--- config.mk ---
export PLATFORM = sky130hd
export DESIGN_NAME = sreg_load_ctrl
export DESIGN_NICKNAME = d
export VERILOG_FILES = /design/src/rtl/sreg_load_ctrl.sv
export SDC_FILE = /design/constraint.sdc
export NUM_CORES = 1
export LEC_CHECK = 0
export CORE_MARGIN = 2
export CORE_UTILIZATION = 40
export DETAILED_ROUTE_END_ITERATION = 12
export HOLD_SLACK_MARGIN = 0.15
export PLACE_DENSITY_LB_ADDON = 0.05
export SLEW_MARGIN = 20
export SYNTH_ARGS = -nofsm -noshare
export SYNTH_HDL_FRONTEND = slang
export SYNTH_SLANG_ARGS = --single-unit
export TNS_END_PERCENT = 10
--- constraint.sdc ---
create_clock -name clk -period 1.7 [get_ports clk]
set_input_delay 0.34 -clock clk [delete_from_list [all_inputs] [get_ports clk]]
set_output_delay 0.34 -clock clk [all_outputs]
set_load 0.005 [all_outputs]
--- src/rtl/sreg_load_ctrl.sv ---
// Serial config-chain loader: takes NUM_WORDS host words, shifts each MSB-first onto sout, then pulses update/done.
// Latency: word accepted at edge t -> shift_en in cycles t+1..t+WORD_W (SHIFT_DIV=1); update one cycle after the last shift.
// Backpressure: wr_ready only high while waiting for a word; host may stall indefinitely. Optional SREG_READBACK_EN adds sin capture.
module sreg_load_ctrl #(
    parameter int WORD_W    = 8,
    parameter int NUM_WORDS = 4,
    parameter int SHIFT_DIV = 1
) (
    input  logic              clk,
    input  logic              reset_n,
    input  logic              start,
    input  logic              abort,
    input  logic              wr_valid,
    input  logic [WORD_W-1:0] wr_data,
    output logic              wr_ready,
    output logic              busy,
    output logic              sout,
    output logic              shift_en,
    output logic              update,
    output logic              done
`ifdef SREG_READBACK_EN
    ,
    input  logic              sin,
    output logic [WORD_W-1:0] rd_data,
    output logic              rd_valid
`endif
);

    localparam int BIT_W  = $clog2(WORD_W + 1);
    localparam int WCNT_W = (NUM_WORDS > 1) ? $clog2(NUM_WORDS) : 1;
    localparam int DIV_W  = (SHIFT_DIV > 1) ? $clog2(SHIFT_DIV) : 1;

    localparam logic [BIT_W-1:0]  BIT_LAST  = BIT_W'(WORD_W - 1);
    localparam logic [WCNT_W-1:0] WORD_LAST = WCNT_W'(NUM_WORDS - 1);
    localparam logic [DIV_W-1:0]  DIV_LAST  = DIV_W'(SHIFT_DIV - 1);

    typedef enum logic [1:0] {
        ST_IDLE      = 2'd0,
        ST_WAIT_WORD = 2'd1,
        ST_SHIFT     = 2'd2,
        ST_UPDATE    = 2'd3
    } state_t;

    state_t              state_q, state_d;
    logic [WORD_W-1:0]   shreg_q, shreg_d;
    logic [BIT_W-1:0]    bit_cnt_q, bit_cnt_d;
    logic [WCNT_W-1:0]   word_cnt_q, word_cnt_d;
    logic [DIV_W-1:0]    div_cnt_q, div_cnt_d;
    logic                wr_ready_q, wr_ready_d;
    logic                busy_q, busy_d;
    logic                sout_q, sout_d;
    logic                shift_en_q, shift_en_d;
    logic                update_q, update_d;
    logic                tick;

    // The chain shifts on the edge that ends a tick cycle.
    assign tick = (state_q == ST_SHIFT) && (div_cnt_q == DIV_LAST);

    // Next-state logic; outputs are computed from the next state so they are registered yet cycle-accurate.
    always_comb begin
        state_d    = state_q;
        shreg_d    = shreg_q;
        bit_cnt_d  = bit_cnt_q;
        word_cnt_d = word_cnt_q;
        div_cnt_d  = div_cnt_q;
        if (abort) begin
            state_d = ST_IDLE;
        end else begin
            case (state_q)
                ST_IDLE: begin
                    if (start) begin
                        state_d    = ST_WAIT_WORD;
                        word_cnt_d = '0;
                    end
                end
                ST_WAIT_WORD: begin
                    if (wr_valid && wr_ready_q) begin
                        shreg_d   = wr_data;
                        bit_cnt_d = '0;
                        div_cnt_d = '0;
                        state_d   = ST_SHIFT;
                    end
                end
                ST_SHIFT: begin
                    if (tick) begin
                        div_cnt_d = '0;
                        shreg_d   = {shreg_q[WORD_W-2:0], 1'b0};
                        bit_cnt_d = bit_cnt_q + BIT_W'(1);
                        if (bit_cnt_q == BIT_LAST) begin
                            if (word_cnt_q == WORD_LAST) begin
                                state_d = ST_UPDATE;
                            end else begin
                                word_cnt_d = word_cnt_q + WCNT_W'(1);
                                state_d    = ST_WAIT_WORD;
                            end
                        end
                    end else begin
                        div_cnt_d = div_cnt_q + DIV_W'(1);
                    end
                end
                default: begin
                    state_d = ST_IDLE;
                end
            endcase
        end
        wr_ready_d = (state_d == ST_WAIT_WORD);
        busy_d     = (state_d != ST_IDLE);
        shift_en_d = (state_d == ST_SHIFT) && (div_cnt_d == DIV_LAST);
        sout_d     = shift_en_d && shreg_d[WORD_W-1];
        update_d   = (state_d == ST_UPDATE);
    end

    // FSM state, counters and registered outputs.
    always_ff @(posedge clk or negedge reset_n) begin
        if (!reset_n) begin
            state_q    <= ST_IDLE;
            shreg_q    <= '0;
            bit_cnt_q  <= '0;
            word_cnt_q <= '0;
            div_cnt_q  <= '0;
            wr_ready_q <= 1'b0;
            busy_q     <= 1'b0;
            sout_q     <= 1'b0;
            shift_en_q <= 1'b0;
            update_q   <= 1'b0;
        end else begin
            state_q    <= state_d;
            shreg_q    <= shreg_d;
            bit_cnt_q  <= bit_cnt_d;
            word_cnt_q <= word_cnt_d;
            div_cnt_q  <= div_cnt_d;
            wr_ready_q <= wr_ready_d;
            busy_q     <= busy_d;
            sout_q     <= sout_d;
            shift_en_q <= shift_en_d;
            update_q   <= update_d;
        end
    end

    assign wr_ready = wr_ready_q;
    assign busy     = busy_q;
    assign sout     = sout_q;
    assign shift_en = shift_en_q;
    assign update   = update_q;
    assign done     = update_q;

`ifdef SREG_READBACK_EN
    logic [WORD_W-1:0] rd_sh_q, rd_sh_d;
    logic [WORD_W-1:0] rd_data_q, rd_data_d;
    logic              rd_valid_q, rd_valid_d;

    // Capture the chain's outgoing bit on every shift; publish a word after its last shift unless aborted.
    always_comb begin
        rd_sh_d    = rd_sh_q;
        rd_data_d  = rd_data_q;
        rd_valid_d = 1'b0;
        if (tick) begin
            rd_sh_d = {rd_sh_q[WORD_W-2:0], sin};
            if ((bit_cnt_q == BIT_LAST) && !abort) begin
                rd_data_d  = rd_sh_d;
                rd_valid_d = 1'b1;
            end
        end
    end

    // Readback capture registers.
    always_ff @(posedge clk or negedge reset_n) begin
        if (!reset_n) begin
            rd_sh_q    <= '0;
            rd_data_q  <= '0;
            rd_valid_q <= 1'b0;
        end else begin
            rd_sh_q    <= rd_sh_d;
            rd_data_q  <= rd_data_d;
            rd_valid_q <= rd_valid_d;
        end
    end

    assign rd_data  = rd_data_q;
    assign rd_valid = rd_valid_q;
`endif

endmodule
# Word level (Yosys, flattened, before mapping)
# Cells that the tools add are included.
[word_totals] reg_bits=22 latch_bits=0 mem_bits_rw=0 romBits=0 inputBits=13 out_inout_bits=6 elab_cells=62 memories=0
[op_classes] n_addsub=3 mul=0 n_div=0 order_cmp=0 n_eq_ne=12 shift=0 n_mux=23 bitwise_logic=3 reduce_logical=10
[op_table] op="2-to-1 mux 8 bit" n=3
[op_table] op="2-to-1 mux 2 bit" n=10
[op_table] op="case mux 8 bit (2 select lines)" n=1
[op_table] op="equality test 2 bit (second input constant)" n=4
[op_table] op="2-to-1 mux 4 bit" n=2
[op_table] op="!= test 2 bit (second input constant)" n=4
[op_table] op="case mux 4 bit (2 select lines)" n=1
[op_table] op="case mux 2 bit (3 select lines)" n=1
[op_table] op="AND reduction 6 bit" n=1
[op_table] op="nonzero test 2 bit" n=3
[op_table] op="adder 4 x 1 -> 4 bit (second input constant)" n=1
[op_table] op="equality test 2 x 1 -> 1 bit (second input constant)" n=2
[op_table] op="equality test 4 x 3 -> 1 bit (second input constant)" n=1
[op_table] op="logical AND 1 bit" n=4
[op_table] op="case mux 2 bit (2 select lines)" n=1
[op_table] op="AND reduction 4 bit" n=1
[op_table] op="2-to-1 mux 1 bit" n=3
[op_table] op="inverter 1 bit" n=3
[op_table] op="adder 2 x 1 -> 2 bit (second input constant)" n=1
[op_table] op="logical NOT 2 bit" n=1
[op_table] op="!= test 2 x 1 -> 1 bit (second input constant)" n=1
[op_table] op="case mux 1 bit (2 select lines)" n=1
[op_table] op="adder 1 bit (second input constant)" n=1

# Logic depth before layout (Yosys ltp)
[logic_depth] word_depth=9 ltp_mapped=8 mapped_depth_nobuf=6

# Least setup slack after synthesis
# No wires, ideal clock.
[synth_path] kind="register -> register" startpoint="reg state_q[0]" endpoint="reg wr_ready_q (netlist: wr_ready)" setup_ps=120 t_arrival_ps=1567 required_ps=1580 path_slack_ps=13 stages_incl_launch_ff=7 path_buffers=1 synth_period_minus_slack_ps=1687 path_cell_list="dfrtp_1 inv_1 ha_1 buf_2 o32a_1 a21oi_1 and3b_1"
[synth_via] elab_chain_len=6 word_cells_on_any_way=11 cone_classes="3 x eq/ne; 6 x mux; 2 x reduce/logical"
[synth_lines] item="start, declared" line_no="44" text="state_t state_q, state_d;"
[synth_lines] item="start signal, assigned" line_no="127" text="state_q <= state_d;"
[synth_lines] item="equality test 2 bit" line_no="57, 69"
[synth_lines] item="logical AND 1 bit" line_no="57" text="assign tick = (state_q == ST_SHIFT) && (div_cnt_q == DIV_LAST);"
[synth_lines] item="2-to-1 mux 2 bit" line_no="85" text="if (tick) begin"
[synth_lines] item="case mux 2 bit (3 select lines) (*)" line_no="69" text="case (state_q)"
[synth_lines] item="2-to-1 mux 2 bit (*)" line_no="66" text="if (abort) begin"
[synth_lines] item="equality test 2 x 1 -> 1 bit (*)" line_no="106" text="wr_ready_d = (state_d == ST_WAIT_WORD);"
[synth_lines] item="net wr_ready_d" line_no="49" text="logic wr_ready_q, wr_ready_d;"
[synth_lines] item="end signal, assigned" line_no="132" text="wr_ready_q <= wr_ready_d;"
[synth_lines] item="end, declared" line_no="49"
# The timed path passes the listed nets; every way through them passes the cells marked *.
# A chain may end at the register's enable or synchronous reset.

# Final worst setup path
[layout_path] startpoint="reg state_q[1]" endpoint="reg wr_ready_q (netlist: wr_ready)"
# Same word-level chain as after synthesis.

==> impl_metrics.py <==
metrics = {
    "outcome": {
        "status": "finished, final reports clean",
    },
    "power": {
        "p_sw_frac": 0.279,
        "power.leakage_nw": 0.719,
        "p_switching_mw": 0.348,
        "power_density_nw_per_um2": 738,
        "p_comb_frac": 0.246,
        "ir_drop_v": 0.000531,
        "power.share.clock": 0.231,
        "seqPwrFrac": 0.524,
        "intPower_mw": 0.901,
    },
    "logic_synthesis": {
        "synth_top_cell_area_share": 0.467,
        "syn_area_sq_um": 1180,
        "synth.distinct_cells": 38,
        "synth_area_leaders": "dfrtp_1 47%, ha_1 6.4%, a22oi_1 4.5%",
        "synth_top_flop_cell": "dfrtp_1",
        "synth_seq_cells": 22,
        "synth-edff-count": 0,
        "syn_inst": 114,
        "synth-seq-area-share": 0.467,
        "ys_async_sr_fraction": 1.00,
        "synth_nets": 133,
        "yosys.area.top_type": "dfrtp_1",
        "syn-mean-instance-area_sq_um": 10.3,
        "ys_warn_count": 0,
    },
    "worst_setup_path": {
        "arrival_ns": 1.87,
        "critPathRequiredTime_ns": 1.91,
        "crit_chain": "buf_4 -> ha_4 -> o32a_1 -> a21oi_4 -> and3b_1",
        "worstSetupEndpointType": "flip-flop",
        "r2r_cells": 5,
        "start_kind": "flip-flop",
        "critical_path.max_stage_delay_ns": 0.43,
        "cp_slowest_cell": "dfrtp_1",
        "setup.worst_path.class": "flip-flop to flip-flop",
        "cp_max_fo": 9,
    },
    "die": {
        "fp.dieH_um": 58.3,
        "die_width_um": 58.3,
        "initial_core_util": 0.424,
        "dieArea_sq_um": 3400,
        "io_pins": 19,
        "num_rows": 19,
        "core_sq_um": 2780,
    },
    "cts": {
        "htree_levels": 1,
        "cts-root-buf": "clkbuf_4",
        "clock_latency_ns": 0.30,
        "cts_buffers": 3,
        "cts.sinks": 22,
        "tritoncts": "built",
        "clkSlewWorstSetupHoldPaths_ns": 0.12,
        "clk_path_buf_depth": 2,
    },
    "drt": {
        "drtPass1Iterations": 6,
        "drc": 0,
        "postRouteWirelength_mm": 2.66,
        "ant_nets": 0,
        "drt_iter0_markers": 19,
        "routed_via_density": 5.50,
        "vias": 1006,
        "post_drt_wl_per_cell_um": 14.5,
    },
    "sta": {
        "clock_skew_ns": 0.000745,
        "slew_viol_final": 0,
        "fin_crit_sh": 0.975,
        "worst_pin_slew_ns": 0.311,
        "finalHoldViolCount": 0,
        "min_period_ns": 1.66,
        "whs_ns": 0.368,
        "slew-limit-headroom": 0.792,
        "max_freq_mhz": 603,
        "setup_viol": 0,
        "rsz0062_at_grt": "true",
    },
    "global_routing": {
        "grt_pass1_wl_mm": 4.22,
        "antenna_found_initial": 0,
        "grt_use_total": 0.164,
        "grt_max_degree": 23,
        "grt-ovfl-total": 0,
        "grt_pass1_vias": 985,
    },
    "finish": {
        "final_common_cell": "dfrtp_1",
        "area_delta_synth_final_pct": 43.6,
        "drive_above_1_share": 0.329,
        "finalNetCount": 172,
        "design_area_sq_um": 1690,
        "n_antenna_cell": 0,
        "layout_common_cells": "21 x dfrtp_1, 19 x buf_4, 18 x clkdlybuf4s50_1, 7 x nor2_1, 7 x a22oi_1",
    },
    "placed_design": {
        "place.gp.congestion": 0.778,
        "placed_area_sq_um": 1510,
        "port_buffers": 18,
        "dp_hpwl_mm": 1.88,
    },
    "worst_hold_path": {
        "worstHoldPathType": "input port to async pin",
    },
    "run": {
        "drv_cap": 0,
    },
}
-- through the flow --
step           utilization  setup WS [ns]  setup TNS, ns  total power [mW]  cells
6_report             0.609         0.0418              0              1.25    183
5_1_grt              0.609        -0.0328        -0.0837              1.32    183
4_1_cts              0.561        -0.0172        -0.0414              1.20    179
3_5_place_dp         0.543         -0.201          -1.24             0.906    175
3_3_place_gp         0.543         -0.153         -0.860             0.894    175
2_1_floorplan            -         0.0135              0             0.775    114
-- routing by layer --
layer,track usage,share of wire
met1,0.195,0.43
met3,0.0246,0.037
met5,0,0
met4,0.0698,0.0064
met2,0.291,0.52
-- synth_stat cells (3+ instances only) --
library cell / count
a21oi_1: 9
a22oi_1: 7
buf_2: 3
dfrtp_1: 22
ha_1: 6
inv_1: 5
nand2_1: 6
nand3_1: 4
nor2_1: 9
nor2b_1: 5
nor3_1: 3
nor4_1: 3
-- flip-flops by register name, indices dropped and copies added (netlist names) --
signal and count:
wr_ready 1, shift_en 1, busy 1, div_cnt_q 1
shreg_q 8, state_q 2, sout 1, word_cnt_q 2
done 1, bit_cnt_q 4
-- cell families (layout without fill, tap and decap cells) --
| logic type | Yosys count | count (layout) | synth area share |
|---|---|---|---|
| buffers and inverters | 11 | 49 | 0.0446 |
| AND/OR/NAND/NOR | 42 | 42 | 0.212 |
| AO/OA/AOI/OAI | 33 | 33 | 0.212 |
| adder cells (fa/ha/maj) | 6 | 6 | 0.0637 |
| flip-flops | 22 | 22 | 0.467 |
-- critical path, delay by kind of cell, from the launching register on --
kind	cells	cell delay, ns
and+or+nand+nor	1	0.20
buffers and inverters	1	0.16
adders and majority gates	1	0.19
DFF	1	0.43
AOI/OAI and AO/OA	2	0.59
-- power by group through the flow --
stage                     logic [mW]  registers (mW)  clock network, mW
final                          0.307           0.654              0.288
after floorplan                0.131           0.644                  0
after detailed placement       0.250           0.656                  0
after CTS                      0.254           0.646              0.304
after global routing           0.339           0.663              0.322
after global placement         0.242           0.652                  0
-- area by class of cell --
type,count,area (sq um)
Inverter,5,18.8
Tap cell,31,38.8
Sequential cell,22,552
Multi-Input combinational cell,81,682
Clock buffer,4,36.3
Fill cell,242,1090
Timing Repair Buffer,40,365
-- final timing paths --
check	startpoint	slack (ns)	to
setup reg to reg	state_q[1]$_DFF_PN0_	0.04	wr_ready$_DFF_PN0_
min in group clk	shreg_q[0]$_DFFE_PN0P_	0.54	shreg_q[0]$_DFFE_PN0P_
hold / removal	reset_n	0.37	bit_cnt_q[1]$_DFFE_PN0P_
max in group asynchronous	reset_n	1.09	bit_cnt_q[0]$_DFFE_PN0P_
hold reg to reg	shreg_q[0]$_DFFE_PN0P_	0.54	shreg_q[0]$_DFFE_PN0P_
setup / recovery	state_q[1]$_DFF_PN0_	0.04	wr_ready$_DFF_PN0_
-- what timing repair did --
| item | in CTS | in global routing |
|---|---|---|
| buffers inserted | 0 | 3 |
| pin swaps | 0 | 4 |
| cloned | 0 | 1 |
| hold buffers | 0 | 0 |
| gates resized for setup | 3 | 25 |
| setup endpoints to repair | 9 | 19 |
Power figures use the tool's default switching activity.
